File: src/rtl/core_dispatch_wide_pkg.sv
// core_dispatch_wide_pkg: shared decode types, register constants and RAW helpers for the dispatch stage
package core_dispatch_wide_pkg;
    localparam int NUM_REGS = 16;

    typedef logic [3:0]  reg_num;
    typedef logic [31:0] word;
    typedef logic [15:0] hword;

    typedef struct packed {
        logic alu;
        logic mul;
        logic ldst;
        logic branch;
    } insn_ctrl;

    typedef struct packed {
        insn_ctrl ctrl;
        reg_num   rd;
        reg_num   ra;
        reg_num   rb;
        logic     writes_rd;
        logic     uses_ra;
        logic     uses_rb;
    } insn_decode;

    typedef struct packed {
        insn_decode dec;
        logic       valid;
    } dispatch_slot_t;

    // True when an enabled operand register has a pending write in the given mask.
    function automatic logic raw_hit(logic en, reg_num r, logic [NUM_REGS-1:0] mask);
        return en && mask[r];
    endfunction

    // One-hot destination mask of an instruction, empty if it writes nothing.
    function automatic logic [NUM_REGS-1:0] rd_bit(insn_decode d);
        logic [NUM_REGS-1:0] m;
        m       = '0;
        m[d.rd] = d.writes_rd;
        return m;
    endfunction
endpackage

File: src/rtl/core_dispatch_wide_hazards.sv
// core_dispatch_wide_hazards: combinational per-slot dispatch decision (RAW/WAW, unit limits, branch, stall)
module core_dispatch_wide_hazards
    import core_dispatch_wide_pkg::*;
#(
    parameter  int WIDTH = 2,
    localparam int SW    = (WIDTH > 1) ? $clog2(WIDTH) : 1
) (
    input  dispatch_slot_t [WIDTH-1:0] i_slots,
    input  logic [NUM_REGS-1:0]        i_busy_mask,
    input  logic                       i_branch_stall,
    output logic [WIDTH-1:0]           o_dispatch,
    output logic [WIDTH-1:0]           o_alu,
    output logic [SW-1:0]              o_single_slot
);
    logic                w_ok;
    logic                w_mul;
    logic                w_ldst;
    logic                w_br;
    logic                w_found;
    logic [NUM_REGS-1:0] w_wr;
    insn_decode          w_d;

    // Walk slots oldest first; once a slot blocks, w_ok stays low so every younger slot blocks too.
    // When several single-unit ops dispatch together, the oldest one owns dec_single/sel_slot.
    always_comb begin
        w_ok          = !i_branch_stall;
        w_mul         = 1'b0;
        w_ldst        = 1'b0;
        w_br          = 1'b0;
        w_found       = 1'b0;
        w_wr          = '0;
        w_d           = '0;
        o_dispatch    = '0;
        o_alu         = '0;
        o_single_slot = '0;
        for (int i = 0; i < WIDTH; i++) begin
            w_d  = i_slots[i].dec;
            w_ok = w_ok && i_slots[i].valid
                   && !raw_hit(w_d.uses_ra, w_d.ra, i_busy_mask | w_wr)
                   && !raw_hit(w_d.uses_rb, w_d.rb, i_busy_mask | w_wr)
                   && !raw_hit(w_d.writes_rd, w_d.rd, w_wr)
                   && !(w_d.ctrl.mul && w_mul) && !(w_d.ctrl.ldst && w_ldst)
                   && !(w_d.ctrl.branch && w_br) && !w_br;
            o_dispatch[i] = w_ok;
            o_alu[i]      = w_ok && w_d.ctrl.alu;
            if (w_ok) begin
                w_wr   = w_wr | rd_bit(w_d);
                w_mul  = w_mul | w_d.ctrl.mul;
                w_ldst = w_ldst | w_d.ctrl.ldst;
                w_br   = w_br | w_d.ctrl.branch;
                if (!w_found && (w_d.ctrl.mul || w_d.ctrl.ldst || w_d.ctrl.branch)) begin
                    o_single_slot = SW'(i);
                    w_found       = 1'b1;
                end
            end
        end
    end
endmodule

File: src/rtl/core_dispatch_wide.sv
// core_dispatch_wide: in-order multi-issue dispatch queue; optional perf counters via CORE_DISPATCH_PERF_EN
module core_dispatch_wide
    import core_dispatch_wide_pkg::*;
#(
    parameter  int WIDTH  = 2,
    parameter  int QDEPTH = 4,
    localparam int CW     = $clog2(WIDTH + 1),
    localparam int PW     = $clog2(QDEPTH),
    localparam int OW     = $clog2(QDEPTH + 1),
    localparam int SW     = (WIDTH > 1) ? $clog2(WIDTH) : 1
) (
    input  logic                         clk,
    input  logic                         rst_n,
    input  logic                         in_valid,
    input  logic [CW-1:0]                in_count,
    input  insn_decode [WIDTH-1:0]       in_dec,
    output logic                         in_ready,
    input  logic [NUM_REGS-1:0]          busy_mask,
    input  logic                         branch_stall,
    input  logic                         flush,
    output reg_num [2*WIDTH-1:0]         rd_r,
    input  word [2*WIDTH-1:0]            rd_value,
    output logic [WIDTH-1:0]             start_alu,
    output logic                         start_mul,
    output logic                         start_ldst,
    output logic                         start_branch,
    output insn_decode [WIDTH-1:0]       dec_alu,
    output insn_decode                   dec_single,
    output word                          single_rd_value_a,
    output word                          single_rd_value_b,
    output logic [NUM_REGS-1:0]          issue_wr_mask,
    output logic [CW-1:0]                dispatch_count
`ifdef CORE_DISPATCH_PERF_EN
    ,
    output logic [31:0]                  perf_dispatched,
    output logic [31:0]                  perf_stall_cycles
`endif
);
    insn_decode                r_q [QDEPTH];
    logic [PW-1:0]             r_head;
    logic [PW-1:0]             r_tail;
    logic [OW-1:0]             r_count;
    logic [SW-1:0]             r_sel;
    dispatch_slot_t [WIDTH-1:0] w_slots;
    logic [WIDTH-1:0]          w_disp;
    logic [WIDTH-1:0]          w_alu;
    logic [WIDTH-1:0]          w_go;
    logic [SW-1:0]             w_sel;
    logic                      w_push;
    logic [CW-1:0]             w_push_n;

    // Present the oldest WIDTH queue entries as the dispatch window and drive read ports from it.
    always_comb begin
        w_slots = '0;
        rd_r    = '0;
        for (int i = 0; i < WIDTH; i++) begin
            w_slots[i].dec   = r_q[r_head + PW'(i)];
            w_slots[i].valid = OW'(i) < r_count;
            rd_r[2*i]        = w_slots[i].dec.ra;
            rd_r[2*i+1]      = w_slots[i].dec.rb;
        end
    end

    core_dispatch_wide_hazards #(.WIDTH(WIDTH)) u_hazards (
        .i_slots        (w_slots),
        .i_busy_mask    (busy_mask),
        .i_branch_stall (branch_stall),
        .o_dispatch     (w_disp),
        .o_alu          (w_alu),
        .o_single_slot  (w_sel)
    );

    // Flush suppresses dispatch; count the dispatched prefix and collect its destination registers.
    always_comb begin
        w_go           = flush ? '0 : w_disp;
        dispatch_count = '0;
        issue_wr_mask  = '0;
        for (int i = 0; i < WIDTH; i++) begin
            dispatch_count = w_go[i] ? dispatch_count + CW'(1) : dispatch_count;
            issue_wr_mask  = w_go[i] ? issue_wr_mask | rd_bit(w_slots[i].dec) : issue_wr_mask;
        end
        in_ready = (OW'(QDEPTH) - r_count) >= OW'(WIDTH);
        w_push   = in_valid && in_ready && !flush;
        w_push_n = w_push ? in_count : '0;
    end

    // Queue pointers and occupancy; flush empties the queue ahead of any push or pop.
    always_ff @(posedge clk or negedge rst_n) begin
        if (!rst_n) begin
            r_head  <= '0;
            r_tail  <= '0;
            r_count <= '0;
        end else if (flush) begin
            r_head  <= '0;
            r_tail  <= '0;
            r_count <= '0;
        end else begin
            r_head  <= r_head + PW'(dispatch_count);
            r_tail  <= r_tail + PW'(w_push_n);
            r_count <= r_count + OW'(w_push_n) - OW'(dispatch_count);
        end
    end

    // Queue storage needs no reset; occupancy alone decides which entries are live.
    always_ff @(posedge clk) begin
        for (int k = 0; k < WIDTH; k++)
            if (w_push && CW'(k) < in_count)
                r_q[r_tail + PW'(k)] <= in_dec[k];
    end

    // Unit start pulses and the single-unit slot index, one cycle after the dispatch decision.
    always_ff @(posedge clk or negedge rst_n) begin
        if (!rst_n) begin
            start_alu    <= '0;
            start_mul    <= 1'b0;
            start_ldst   <= 1'b0;
            start_branch <= 1'b0;
            r_sel        <= '0;
        end else begin
            start_alu    <= flush ? '0 : w_alu;
            start_mul    <= 1'b0;
            start_ldst   <= 1'b0;
            start_branch <= 1'b0;
            for (int i = 0; i < WIDTH; i++) begin
                if (w_go[i] && w_slots[i].dec.ctrl.mul)    start_mul    <= 1'b1;
                if (w_go[i] && w_slots[i].dec.ctrl.ldst)   start_ldst   <= 1'b1;
                if (w_go[i] && w_slots[i].dec.ctrl.branch) start_branch <= 1'b1;
            end
            r_sel <= w_sel;
        end
    end

    // Decode payloads travel alongside the starts and are qualified by them, so they carry no reset.
    always_ff @(posedge clk) begin
        for (int i = 0; i < WIDTH; i++)
            dec_alu[i] <= w_slots[i].dec;
        dec_single <= w_slots[w_sel].dec;
    end

    assign single_rd_value_a = rd_value[{r_sel, 1'b0}];
    assign single_rd_value_b = rd_value[{r_sel, 1'b1}];

`ifdef CORE_DISPATCH_PERF_EN
    // Free-running dispatch and stall counters; only reset clears them.
    always_ff @(posedge clk or negedge rst_n) begin
        if (!rst_n) begin
            perf_dispatched   <= '0;
            perf_stall_cycles <= '0;
        end else begin
            perf_dispatched   <= perf_dispatched + 32'(dispatch_count);
            perf_stall_cycles <= perf_stall_cycles + 32'(r_count != '0 && dispatch_count == '0);
        end
    end
`endif
endmodule

File: config.mk
export PLATFORM = sky130hd
export DESIGN_NAME = core_dispatch_wide
export DESIGN_NICKNAME = d
export VERILOG_FILES = /design/src/rtl/core_dispatch_wide_pkg.sv /design/src/rtl/core_dispatch_wide_hazards.sv /design/src/rtl/core_dispatch_wide.sv
export SDC_FILE = /design/constraint.sdc
export NUM_CORES = 1
export LEC_CHECK = 0
export CELL_PAD_IN_SITES_DETAIL_PLACEMENT = 2
export CELL_PAD_IN_SITES_GLOBAL_PLACEMENT = 2
export CORE_ASPECT_RATIO = 0.9
export CORE_UTILIZATION = 29
export CTS_CLUSTER_SIZE = 20
export DETAILED_ROUTE_END_ITERATION = 6
export PLACE_DENSITY_LB_ADDON = 0.1
export REMOVE_ABC_BUFFERS = 1
export SLEW_MARGIN = 10
export SYNTH_ARGS = -nofsm -noshare
export SYNTH_HDL_FRONTEND = slang
export SYNTH_SLANG_ARGS = --single-unit
File: constraint.sdc
create_clock -name clk -period 12.8 [get_ports clk]
set_input_delay 1.28 -clock clk [delete_from_list [all_inputs] [get_ports clk]]
set_output_delay 1.28 -clock clk [all_outputs]
set_load 0.02 [all_outputs]
# Word-level counts from Yosys, hierarchy flattened
# Memory sizes are Yosys's and may differ from the RTL's.
# Cells that the tools add are included.
[totals]
register_bits = 70
latchBits = 0
ram_bits = 76
mem_bits_ro = 16
input_bits = 189
elab_cells = 170
n_memories = 2
[classes]
add_sub_neg = 8
multipliers = 0
n_div = 0
order_cmp = 16
n_eq_ne = 0
n_shift = 0
n_mux = 49
bitwise = 4
reduce_logical = 53
[memory_table]
columns = ["name", "depth", "word_bits", "read_ports", "rd_clocked_by_memory_dff", "write_ports", "line", "text"]
rows = [
  ["r_q", 4, 19, 2, 0, 2, "core_dispatch_wide.sv:39", "insn_decode r_q [QDEPTH];"],
  ["(no name shown)", 16, 1, 1, 0, 0, "core_dispatch_wide_pkg.sv:33", "return en && mask[r];"],
]
[ops]
columns = ["operator", "count"]
rows = [
  ["$mux W32", 4],
  ["$mux W16", 3],
  ["$mux W20", 2],
  ["$logic_and A1 B1 Y1", 36],
  ["$and A16 B16 Y16", 2],
  ["$or A16 B16 Y16", 2],
  ["$lt A4 B5 Y1 const B", 6],
  ["$mux W1", 26],
  ["$bmux W1 S4", 5],
  ["$logic_not A1 Y1", 13],
  ["$mux W2", 6],
  ["$demux W1 S4", 2],
  ["$ge A4 B1 Y1 const B", 2],
  ["$lt A1 B3 Y1 const A", 2],
  ["$lt A2 B3 Y1 const B", 2],
  ["$add A2 B1 Y2 const B", 2],
  ["$add A2 B2 Y2", 2],
  ["$logic_or A1 B1 Y1", 4],
  ["$lt A1 B2 Y1 const A", 2],
  ["$add A3 B2 Y3", 1],
  ["$ge A3 B2 Y1 const B", 1],
  ["$mux W3", 1],
  ["$sub A3 B2 Y3", 1],
  ["$sub A3 B3 Y3 const A", 1],
  ["other kinds (2)", 2],
]

# Logic depth before layout (Yosys ltp)
# An unclocked memory read counts as a cell.
[logic_depth]
ltp_word = 27
ltp_mapped = 26
ltp_nobuf = 20

# Modules after synthesis
# From an unflattened synthesis, not the netlist that was laid out.
[unflattened]
hier_cells = 650
area_unflattened_um2 = 8652.0
[modules_own_cells]
columns = ["module", "instances", "cells_each", "area_per_inst_um2", "seq_area_each_um2"]
rows = [
  ["core_dispatch_wide", 1, 478, 7348.3, 3748.6],
  ["core_dispatch_wide_hazards", 1, 172, 1303.8, 0.0],
]

# Least setup slack after synthesis
# No wires, ideal clock.
[synth_path]
path_type = "input to output"
startpoint = "input port busy_mask[14]"
endpoint = "output port issue_wr_mask[10]"
arrival_time_ns = 3.425
t_required_ns = 11.520
slack_ns = 8.095
stages = 10
cell_sequence = "mux2i_1 a22oi_1 nand3_1 and4_4 buf_6 a211oi_2 o22ai_1 nor4_4 nand3b_2 o32ai_1"
[synth_between]
elab_chain_len = 22
[synth_lines]
columns = ["element", "line", "text"]
rows = [
  ["start: declaration", "core_dispatch_wide.sv:18", "input logic [NUM_REGS-1:0] busy_mask,"],
  ["$bmux W1 S4", "core_dispatch_wide_pkg.sv:33", ""],
  ["$mux W1 (implied by the code)", "core_dispatch_wide_pkg.sv:33", ""],
  ["$logic_and A1 B1 Y1", "core_dispatch_wide_pkg.sv:33", ""],
  ["$logic_not A1 Y1", "core_dispatch_wide_hazards.sv:39", "&& !raw_hit(w_d.uses_ra, w_d.ra, i_busy_mask | w_wr)"],
  ["$logic_and A1 B1 Y1", "core_dispatch_wide_hazards.sv:39", ""],
  ["$logic_and A1 B1 Y1", "core_dispatch_wide_hazards.sv:40", "&& !raw_hit(w_d.uses_rb, w_d.rb, i_busy_mask | w_wr)"],
  ["$logic_and A1 B1 Y1", "core_dispatch_wide_hazards.sv:41", "&& !raw_hit(w_d.writes_rd, w_d.rd, w_wr)"],
  ["$mux W16", "core_dispatch_wide_hazards.sv:46", "if (w_ok) begin"],
  ["[4 not listed]", "--", ""],
  ["$logic_not A1 Y1", "core_dispatch_wide_hazards.sv:39", ""],
  ["$logic_and A1 B1 Y1", "core_dispatch_wide_hazards.sv:39", ""],
  ["$logic_and A1 B1 Y1", "core_dispatch_wide_hazards.sv:40", ""],
  ["$logic_and A1 B1 Y1", "core_dispatch_wide_hazards.sv:41", ""],
  ["$logic_and A1 B1 Y1 (2 in a row)", "core_dispatch_wide_hazards.sv:42", "&& !(w_d.ctrl.mul && w_mul) && !(w_d.ctrl.ldst && w_ldst)"],
  ["$logic_and A1 B1 Y1 (2 in a row)", "core_dispatch_wide_hazards.sv:43", "&& !(w_d.ctrl.branch && w_br) && !w_br;"],
  ["$mux W2 (*)", "core_dispatch_wide.sv:75", "w_go = flush ? '0 : w_disp;"],
  ["$mux W16 (*)", "core_dispatch_wide.sv:80", "issue_wr_mask = w_go[i] ? issue_wr_mask | rd_bit(w_slots[i].dec) : issue_wr_mask;"],
  ["end: declaration", "core_dispatch_wide.sv:31", "output logic [NUM_REGS-1:0] issue_wr_mask,"],
]
# Every way passes the cells marked *; elsewhere a longest branch is shown, timed or not. The select of a mux whose other input is x is not followed.

# Worst setup path in the final report
[layout_path]
startpoint = "register r_head[0]"
endpoint = "output port issue_wr_mask[7]"
[layout_between]
elab_chain_len = 23
[layout_lines]
columns = ["element", "line", "text"]
rows = [
  ["start: declaration", "core_dispatch_wide.sv:40", "logic [PW-1:0] r_head;"],
  ["start signal: assignment", "core_dispatch_wide.sv:98", "r_head <= r_head + PW'(dispatch_count);"],
  ["$mem_v2 Z4 W19 (*)", "--", ""],
  ["branches (longest 21 deep; another with $lt A4 B5 Y1)", "--", ""],
  ["$mux W16 (*)", "core_dispatch_wide.sv:80", ""],
]
# Mark *: on every way between the ends. The select of a mux whose other input is x is not followed.

==> impl_metrics.toml <==
[route]
viasPerCell = 5.00
first_iter_violations = 253
wl_mm = 37.1
vias = 7232
wire_per_inst_microns = 25.7
ant_nets = 0
drt-pass1-iter-count = 4
remaining_drc_errors = 0

[timing]
max_freq_ghz = 0.149
clock_skew_ns = 0.0127
post-route-period-util = 0.526
finalSetupTns_ns = 0
final_max_slew_viol_count = 0
tightest_slew_ns = 0.943
worst_slew_margin_rel = 0.371
hold_violations = 0
setup_slack_ns = 6.07
setup_viol = 0
rsz0062_at_grt = "no"
final.min_clock_period_ns = 6.73

[setup_path]
path_buf_inv = 2
endpoint_kind = "primary output"
crit_type = "reg2out"
critical_path.slowest_cell = "mux4_2"
critPathMaxFanout = 47
cpPeakStageDelay_ns = 0.79
cp.required_ns = 11.52
cp.arrival_ns = 5.45
path_delay_family = "simple AND/OR/NAND/NOR gates"
cp-start-kind = "register"
crit_chain = "buf_4 -> mux4_2 -> mux2i_1 -> a22oi_1 -> nand3_1 -> and4_4 -> a311oi_1 -> a211oi_1 -> nor4_4 -> nand3b_2 -> o32ai_1 -> clkdlybuf4s50_1"

[power]
p_leak_nw = 4.67
powerDensity_mw_per_mm2 = 151
fin_total_pwr_w = 0.00197
irDropWorstVdd_uv = 82.3

[die]
std_cell_rows = 59
die_h_microns = 167
initial_core_util = 0.299
ios = 350
die_area_sq_mm = 0.0308
dieWidth_microns = 185
core_area_sq_mm = 0.0292

[place]
detailedPlace.worstSlack_ns = 6.48
dp_hpwl_mm = 28.5
gp_congestion = 0.852
io_buffers = 349
placedCellCount = 1412

[synth]
synth-edff-count = 76
yosysSeqAreaShare = 0.429
yosys_warnings = 0
ys_seq_elements = 146
synth_area_leaders = "edfxtp_1, mux2_2, dfxtp_1"
synth.top_cell.area_share = 0.261
synth_cell_types = 68
async_flop_share = 0.0890
synth_area_leader_cell = "edfxtp_1"
synth_cells = 719
syn-mean-instance-area_sq_um = 12.2
synthFlopType = "edfxtp_1"
syn_area_sq_mm = 0.00874

[clock_network]
cts.path.max_buffers = 2
cts_hold_buf = 0
cts.sinks = 146
cts_tree = "yes"
clock_latency_ns = 0.43
cts_resized = 0
path_clk_slew_ns = 0.07
root_buffer = "clkbuf_16"
post_cts_buffers = 0
cts_buffers = 17
htreeDepth = 4

[global_route]
grt_pass1_vias = 7706
grt_max_degree = 65
gr-total-overflow = 0
grt.busiest_layer = "met2"
use_met3 = 0.0477
antenna_found_initial = 2
grtUsageMet1 = 0.302
track_usage = 0.238
met2_usage = 0.417
grt_pass1_wl_mm = 53.3

[run]
maxCapViolations = 0

[final_layout]
drive_gt1_frac = 0.237
area_delta_synth_final_pct = 49.1
final-seq-area_sq_mm = 0.00375
instances_no_fill = 1445
final_cell_mix = "clkdlybuf4s50_1, mux2_2, edfxtp_1"
nets = 1233
final_common_cell = "clkdlybuf4s50_1"
finish.utilization = 0.446
fill_cells = 2989
multiInputGateArea_sq_mm = 0.00455

[status]
outcome = "finished, final reports clean"

[hold_path]
hold_path_class = "reg2reg"
[cell families (layout without fill, tap and decap cells)]
| logic type | count (synthesis) | count (layout) | synth area share |
|---|---|---|---|
| flops | 146 | 146 | 0.429 |
| mux | 219 | 219 | 0.321 |
| simple gates | 165 | 165 | 0.0991 |
| fa+ha+maj | 9 | 9 | 0.0146 |
| other cells | 0 | 2 | 0 |
| buf+inv | 81 | 409 | 0.0543 |
| compound gates | 85 | 85 | 0.0680 |
| xor+xnor | 14 | 14 | 0.0140 |
[power breakdown]
| group | switching [W] | internal, W | leakage (nW) | total, W |
|---|---|---|---|---|
| Clock | 0.000227 | 0.000294 | 0.286 | 0.000521 |
| Combinational | 0.000461 | 0.000369 | 3.04 | 0.000829 |
| Sequential | 0.0000341 | 0.000581 | 1.34 | 0.000615 |
[layer usage]
metal / wire (microns) / vias up / share of wire
met5: 0 / - / 0
met4: 319 / 0 / 0.0086
met3: 2100 / 18 / 0.056
met2: 18600 / 213 / 0.50
met1: 16100 / 3669 / 0.43
li1: - / 3332 / -
[sequential cells by signal, indices dropped and copies added, names as in the netlist]
register      flops
r_sel             1
start_ldst        1
r_q              76
start_alu         2
dec_single       19
r_head            2
r_tail            2
start_mul         1
dec_alu          38
r_count           3
start_branch      1
[cell usage after synthesis, drive strengths merged (3+ instances only)]
cell    instances
nor4            3
edfxtp         76
dfxtp          57
xor2            7
and4            3
mux2i          29
a211oi          9
or2             4
inv            19
xnor2           7
mux4           30
a21oi          17
dfrtp          13
clkbuf         19
o21ai          14
a211o           3
a311oi          3
o221ai          3
a31oi           4
nand2b          8
o32ai           6
nand3          24
and2            5
nand2          39
mux2          160
and3            7
nor2           33
a22oi           6
nor3            9
buf            43
ha              7
nor2b          16
o22ai           7
nand3b          4
[area by class of cell]
| class | count | area share |
|---|---|---|
| diodes | 2 | 0.000384 |
| inverters | 19 | 0.00547 |
| repair buffers | 359 | 0.274 |
| clock buffers | 17 | 0.0326 |
| clock inverters | 14 | 0.0129 |
| well taps | 396 | 0.0380 |
| flip-flops and latches | 146 | 0.288 |
| multi-input cells | 492 | 0.349 |
[worst reg2reg max path, delay by kind of cell (launching register included)]
family / cells / cell delay, ns
compound gates: 3 / 0.58
buf+inv: 4 / 0.85
fa+ha+maj: 4 / 1.09
mux: 2 / 1.02
xor+xnor: 2 / 0.32
simple gates: 5 / 1.49
flops: 1 / 0.35
[path summary, 6_finish.rpt]
kind | endpoint | slack, ns | start | cells after the start
min reg2reg | dec_alu[18] | 0.66 | r_q[3][18] | 3
min in group asynchronous | r_count[2] | 1.26 | rst_n | 1
min | dec_alu[18] | 0.66 | r_q[3][18] | 3
max | issue_wr_mask[7] | 6.07 | r_head[0] | 12
max reg2reg | r_count[2] | 7.00 | r_head[0] | 20
max in group asynchronous | r_head[1] | 11.05 | rst_n | 1
[stage by stage]
step / area (sq um) / hold WS [ns]
after floorplan: 8340 / 0.568
after global placement: 12400 / 0.624
after detailed placement: 12400 / 0.651
after CTS: 13000 / 0.668
after global routing: 13000 / 0.695
final: 13000 / 0.661
No activity file was read; power rests on OpenSTA's default activity.
